File: src/rtl/ft_router_pkg.sv
// Shared definitions for the FTDI stream router: FSM states, header field
// extraction and the default header-forwarding mask.
package ft_router_pkg;

  typedef enum logic [1:0] {
    ST_HDR  = 2'd0,
    ST_PAY  = 2'd1,
    ST_DROP = 2'd2
  } state_e;

  localparam int unsigned HDR_MAX_W = 64;

  // Sink 1 (ECPU mailbox) needs to see the header word.
  localparam logic [7:0] HDR_FWD_MASK_DEFAULT = 8'b0000_0010;

  // Fields are extracted from a zero-extended word so one function serves any DATA_W.
  function automatic logic [HDR_MAX_W-1:0] hdr_dest_field(input logic [HDR_MAX_W-1:0] word,
                                                          input int unsigned data_w,
                                                          input int unsigned dest_bits);
    return (word >> (data_w - dest_bits)) & ((HDR_MAX_W'(1) << dest_bits) - HDR_MAX_W'(1));
  endfunction

  function automatic logic [HDR_MAX_W-1:0] hdr_len_field(input logic [HDR_MAX_W-1:0] word,
                                                         input int unsigned len_w);
    return word & ((HDR_MAX_W'(1) << len_w) - HDR_MAX_W'(1));
  endfunction

endpackage

File: src/rtl/ft_hdr_decode.sv
// Combinational header decode: destination field, payload length and
// whether the destination names an existing sink.
module ft_hdr_decode
  import ft_router_pkg::*;
#(
  parameter int unsigned DATA_W    = 32,
  parameter int unsigned NUM_DEST  = 2,
  parameter int unsigned DEST_BITS = 3,
  parameter int unsigned LEN_W     = 16
) (
  input  logic [DATA_W-1:0]    data_i,
  output logic [DEST_BITS-1:0] dest_o,
  output logic [LEN_W-1:0]     len_o,
  output logic                 dest_valid_o
);

  always_comb begin
    dest_o       = DEST_BITS'(hdr_dest_field(HDR_MAX_W'(data_i), DATA_W, DEST_BITS));
    len_o        = LEN_W'(hdr_len_field(HDR_MAX_W'(data_i), LEN_W));
    dest_valid_o = (32'(dest_o) < NUM_DEST);
  end

endmodule

File: src/rtl/ft_stream_router.sv
// Routes FTDI write-stream packets (header + payload) to one of NUM_DEST sinks,
// with per-sink backpressure, header forwarding, invalid-dest drop and loopback.
module ft_stream_router
  import ft_router_pkg::*;
#(
  parameter int unsigned          DATA_W       = 32,
  parameter int unsigned          NUM_DEST     = 2,
  parameter int unsigned          DEST_BITS    = 3,
  parameter int unsigned          LEN_W        = 16,
  parameter logic [NUM_DEST-1:0]  HDR_FWD_MASK = NUM_DEST'(HDR_FWD_MASK_DEFAULT),
  parameter int unsigned          ERR_W        = 8
) (
  input  logic                clk_i,
  input  logic                reset_n,
  input  logic                loopback_i,
  input  logic [DATA_W-1:0]   data_i,
  input  logic                we_i,
  output logic                full_o,
  input  logic [NUM_DEST-1:0] dst_full_i,
  output logic [DATA_W-1:0]   dst_data_o,
  output logic [NUM_DEST-1:0] dst_we_o,
  output logic                busy_o,
  output logic                pkt_done_o,
  output logic [ERR_W-1:0]    err_cnt_o
);

  localparam int unsigned SEL_W = $clog2(NUM_DEST);
  localparam logic [NUM_DEST-1:0] ONE = NUM_DEST'(1);

  if (DEST_BITS + LEN_W > DATA_W) begin : g_field_overlap
    $error("ft_stream_router: DEST_BITS + LEN_W exceeds DATA_W, header fields overlap");
  end
  if (NUM_DEST < 2 || NUM_DEST > 8) begin : g_bad_num_dest
    $error("ft_stream_router: NUM_DEST must be in 2..8");
  end

  state_e              state_q, state_d;
  logic [LEN_W-1:0]    rem_q, rem_d;
  logic [SEL_W-1:0]    sel_q, sel_d;
  logic [DATA_W-1:0]   dst_data_q, dst_data_d;
  logic [NUM_DEST-1:0] dst_we_q, dst_we_d;
  logic                pkt_done_q, pkt_done_d;
  logic [ERR_W-1:0]    err_cnt_q, err_cnt_d;

  logic [DEST_BITS-1:0] hdr_dest;
  logic [LEN_W-1:0]     hdr_len;
  logic                 hdr_valid;
  logic                 accept;

  ft_hdr_decode #(
    .DATA_W   (DATA_W),
    .NUM_DEST (NUM_DEST),
    .DEST_BITS(DEST_BITS),
    .LEN_W    (LEN_W)
  ) u_hdr_decode (
    .data_i      (data_i),
    .dest_o      (hdr_dest),
    .len_o       (hdr_len),
    .dest_valid_o(hdr_valid)
  );

  always_comb begin
    full_o = 1'b0;
    if (loopback_i)            full_o = dst_full_i[0];
    else if (state_q == ST_PAY) full_o = dst_full_i[sel_q];
  end

  assign accept = we_i & ~full_o;

  always_comb begin
    state_d    = state_q;
    rem_d      = rem_q;
    sel_d      = sel_q;
    dst_data_d = dst_data_q;
    dst_we_d   = '0;
    pkt_done_d = 1'b0;
    err_cnt_d  = err_cnt_q;

    if (accept) dst_data_d = data_i;

    if (loopback_i) begin
      state_d = ST_HDR;
      rem_d   = '0;
      if (accept) dst_we_d = ONE;
    end else if (accept) begin
      unique case (state_q)
        ST_HDR: begin
          if (hdr_valid) begin
            sel_d = SEL_W'(hdr_dest);
            if (|(HDR_FWD_MASK & (ONE << hdr_dest))) dst_we_d = ONE << hdr_dest;
            if (hdr_len == '0) begin
              pkt_done_d = 1'b1;
            end else begin
              rem_d   = hdr_len;
              state_d = ST_PAY;
            end
          end else begin
            if (err_cnt_q != '1) err_cnt_d = err_cnt_q + ERR_W'(1);
            if (hdr_len != '0) begin
              rem_d   = hdr_len;
              state_d = ST_DROP;
            end
          end
        end
        ST_PAY: begin
          dst_we_d = ONE << sel_q;
          rem_d    = rem_q - LEN_W'(1);
          if (rem_q == LEN_W'(1)) begin
            pkt_done_d = 1'b1;
            state_d    = ST_HDR;
          end
        end
        ST_DROP: begin
          rem_d = rem_q - LEN_W'(1);
          if (rem_q == LEN_W'(1)) state_d = ST_HDR;
        end
        default: begin
          state_d = ST_HDR;
          rem_d   = '0;
        end
      endcase
    end
  end

  always_ff @(posedge clk_i or negedge reset_n) begin
    if (!reset_n) begin
      state_q    <= ST_HDR;
      rem_q      <= '0;
      sel_q      <= '0;
      dst_data_q <= '0;
      dst_we_q   <= '0;
      pkt_done_q <= 1'b0;
      err_cnt_q  <= '0;
    end else begin
      state_q    <= state_d;
      rem_q      <= rem_d;
      sel_q      <= sel_d;
      dst_data_q <= dst_data_d;
      dst_we_q   <= dst_we_d;
      pkt_done_q <= pkt_done_d;
      err_cnt_q  <= err_cnt_d;
    end
  end

  assign dst_data_o = dst_data_q;
  assign dst_we_o   = dst_we_q;
  assign pkt_done_o = pkt_done_q;
  assign err_cnt_o  = err_cnt_q;
  assign busy_o     = (state_q == ST_PAY) || (state_q == ST_DROP);

endmodule
File: config.mk
export PLATFORM = sky130hd
export DESIGN_NAME = ft_stream_router
export DESIGN_NICKNAME = d
export VERILOG_FILES = /design/src/rtl/ft_router_pkg.sv /design/src/rtl/ft_hdr_decode.sv /design/src/rtl/ft_stream_router.sv
export SDC_FILE = /design/constraint.sdc
export NUM_CORES = 1
export LEC_CHECK = 0
export ABC_AREA = 1
export CORE_ASPECT_RATIO = 0.5
export CORE_MARGIN = 2
export CORE_UTILIZATION = 30
export CTS_BUF_LIST = sky130_fd_sc_hd__clkbuf_16
export CTS_CLUSTER_DIAMETER = 40
export DETAILED_ROUTE_END_ITERATION = 16
export SYNTH_ARGS = -nofsm -noshare
export SYNTH_HDL_FRONTEND = slang
export SYNTH_SLANG_ARGS = --single-unit
File: constraint.sdc
create_clock -name clk_i -period 1.4 [get_ports clk_i]
set_input_delay 0.14 -clock clk_i [delete_from_list [all_inputs] [get_ports clk_i]]
set_output_delay 0.14 -clock clk_i [all_outputs]
set_load 0.02 [all_outputs]
==> results.toml <==
[setup_path]
r2r_setup_slack_ns = -0.24
critPathCapture = "dst_data_o[27]"
worstRegToRegCells = 9
critical_path.max_stage_delay_ns = 0.39
required_ns = 1.62
cpMaxStageDelayCell = "dfrtp_1"
endpoint_kind = "flip-flop"
start_kind = "flip-flop"
cp_data_arrival_time_ns = 1.86
worstSetupPathType = "reg -> reg"
crit_start = "state_q[1]"
reg2reg_from = "state_q[1]"
worstReg2RegEnd = "dst_data_o[27]"
crit_chain = "inv_2 -> ha_4 -> nand4_1 -> nand3_4 -> buf_12 -> clkinvlp_4 -> buf_12 -> nand2_1 -> nand2_1"
crit_fanout = 17

[power_and_ir_drop]
p_leak_nw = 2.89
clockPowerShare_pct = 30.4
power.density_nw_per_um2 = 1430
irDropWorstVdd_mv = 0.722
internal_power_mw = 5.07
combPwrFrac_pct = 40.1
power.switching_mw = 2.78
switching_share_pct = 35.4
power.total_mw = 7.85
power_frac_seq_pct = 29.5

[place]
dp.final_hpwl_mm = 6.89
placed_area_sq_um = 4790
placed_cells = 725
port_buffers = 82
place_ws_ns = -0.314
finalWeightedCongestion = 0.842

[drt]
drt_iter0_drc = 215
drt-total-wl_mm = 10.1
wire_per_inst_um = 13.3
dr.pass1.iters = 4
num_vias = 3370
avgViaCountPerCell = 4.43
drc = 0
ant_nets = 0

[cts]
clock_latency_ns = 0.33
cts_max_level = 3
cts.clk_slew.worst_paths_ns = 0.06
cts_tree = "built"
cts_buffer_depth = 2
cts.sinks = 62
cts_made_buffers = 9
cts-root-buf = "clkbuf_16"

[floorplanning]
io_pins = 83
die_w_um = 151
core_area_sq_um = 10300
placementRows = 26
dieHeight_um = 77.5
start_util_pct = 31.3
dieArea_sq_um = 11700

[layout]
fin_cells = 760
nNetsFinal = 659
drive_above_1_share_pct = 26.5
diodes = 0
fillers = 967
regArea_sq_um = 1560
final_cell_area_sq_um = 5480
final_util_pct = 53.0
multi_input_area_sq_um = 1670
area_growth_pct = 69.0

[min_path]
min_path_type = "in -> async"

[timing]
hold_violations = 0
max_slew_margin_pct = 69.9
worst_slew_pin_slew_ns = 0.452
setup_viol_count_final = 64
fin_ws_ns = -0.241
post-route-period-util_pct = 117
whs_ns = 0.284
setup_tns_ns = -11.95
max_freq_mhz = 609
min_period_ns = 1.64
rsz0062_at_grt = "yes"
slew_violations = 0
clock_skew_ns = 0.00451

[synthesis]
yosys_warnings = 0
synth_seq_area_share_pct = 47.9
netlist_area_sq_um = 3240
syn_nets = 491
avgSynthCellArea_sq_um = 7.25
synth.distinct_cells = 27
ys_seq_elements = 62
synthCells = 447

[grt]
grt_pass1_vias = 3451
overflow = 0
grt_antenna_before_repair = 0
grt_max_degree = 29
grt_first_pass_wirelength_mm = 16.6
grt_usage_pct = 18.5

[status]
status = "complete, but fails checks"
violations = "setup timing"

[flow_run]
drv_cap = 0
## placed cells by master (no fill, tap or decap), types with 5 or more instances in the layout
cell             netlist  layout
buf_12                 0       9
buf_4                  0      68
clkbuf_16              0       9
clkdlybuf4s50_1        0      36
dfrtp_1               62      59
dlygate4sd2_1          0      43
inv_1                 41      37
nand2_1              211     182
nand2_2                2      28
nand3_1               35      31
nor2_1                36      30
nor2_2                 0       5
o21ai_1                0       7
o21ai_2                0       5
## cell families after synthesis
kind of cell | after synthesis | share of synthesized area [%]
adders and majority gates | 6 | 2.32
AOI/OAI and AO/OA | 27 | 4.71
DFF | 62 | 47.9
and+or+nand+nor | 296 | 37.8
buffers and inverters | 53 | 6.52
xor gates and xnor gates | 3 | 0.811
## power by group through the flow
stage | sequential [mW] | clock (mW) | combinational, mW
floorplan | 2.61 | 0 | 1.26
global placement | 2.33 | 0 | 2.93
detailed placement | 2.33 | 0 | 2.96
CTS | 2.31 | 2.43 | 3.01
global route | 2.36 | 2.53 | 3.48
finish | 2.32 | 2.38 | 3.15
## sequential cells by signal (all words and copies together) (netlist names)
signal,count
rem_q,16
state_q,2
dst_data_o,32
pkt_done_o,1
dst_we_o,2
sel_q,1
err_cnt_o,8
## Yosys cell counts
master / instances / area [sq um]
nand2_1: 211 / 792
dfrtp_1: 62 / 1550
inv_1: 41 / 154
nor2_1: 36 / 135
nand3_1: 35 / 175
o21ai_0: 16 / 80.1
ha_1: 6 / 75.1
clkbuf_1: 5 / 18.8
buf_2: 4 / 20.0
o21bai_1: 4 / 30.0
o22ai_1: 4 / 25.0
nand4_1: 3 / 18.8
a21oi_1: 2 / 10.0
nand2_2: 2 / 12.5
nand3b_1: 2 / 15.0
nor3_1: 2 / 10.0
xor2_1: 2 / 17.5
buf_1: 1 / 3.75
buf_6: 1 / 11.3
inv_2: 1 / 3.75
nand2_4: 1 / 11.3
nand3_4: 1 / 17.5
nor2_4: 1 / 11.3
nor2_8: 1 / 20.0
o211ai_1: 1 / 7.51
or2_2: 1 / 6.26
xnor2_1: 1 / 8.76
## routing by layer
layer | track usage (%) | vias up | share of wire, %
li1 | - | 1736 | -
met1 | 23.3 | 1589 | 47
met2 | 31.3 | 37 | 49
met3 | 4.65 | 8 | 3.2
met4 | 5.70 | 0 | 0.97
met5 | 0 | - | 0
## what timing repair did
| action | CTS | global route |
|---|---|---|
| endpoints found under the setup margin | 107 | 64 |
| hold buffers | 1 | 0 |
| endpoints found under the hold margin | 15 | 0 |
| pin swaps | 16 | 11 |
| resized for setup | 82 | 51 |
| setup buffers | 11 | 4 |
| gates cloned | 4 | 0 |
## cell type report
type | instances | area share (%)
Clock buffer | 9 | 4.11
Clock inverter | 7 | 1.62
Inverter | 42 | 2.95
Multi-Input combinational cell | 333 | 30.5
Sequential cell | 62 | 28.4
Tap cell | 140 | 3.20
Timing Repair Buffer | 167 | 29.2
## worst min-delay path by stage
stage                 start       endpoint  slack, ns  cells after the start
global route        reset_n   err_cnt_o[0]       0.32                      2
detailed placement  reset_n   err_cnt_o[4]       0.13                      1
CTS                 reset_n   err_cnt_o[4]       0.30                      2
finish              reset_n   err_cnt_o[1]       0.28                      2
global placement    reset_n   err_cnt_o[3]       0.12                      1
floorplan           reset_n  dst_data_o[0]      -0.16                      0
## worst max-delay path: cells and delay by family, from the launching register on
family                   cells  cell delay [ns]
buffers and inverters        4             0.55
AND/OR/NAND/NOR              4             0.44
flip-flops                   1             0.39
adder cells (fa/ha/maj)      1             0.15
No activity file was read; power rests on OpenSTA's default activity.
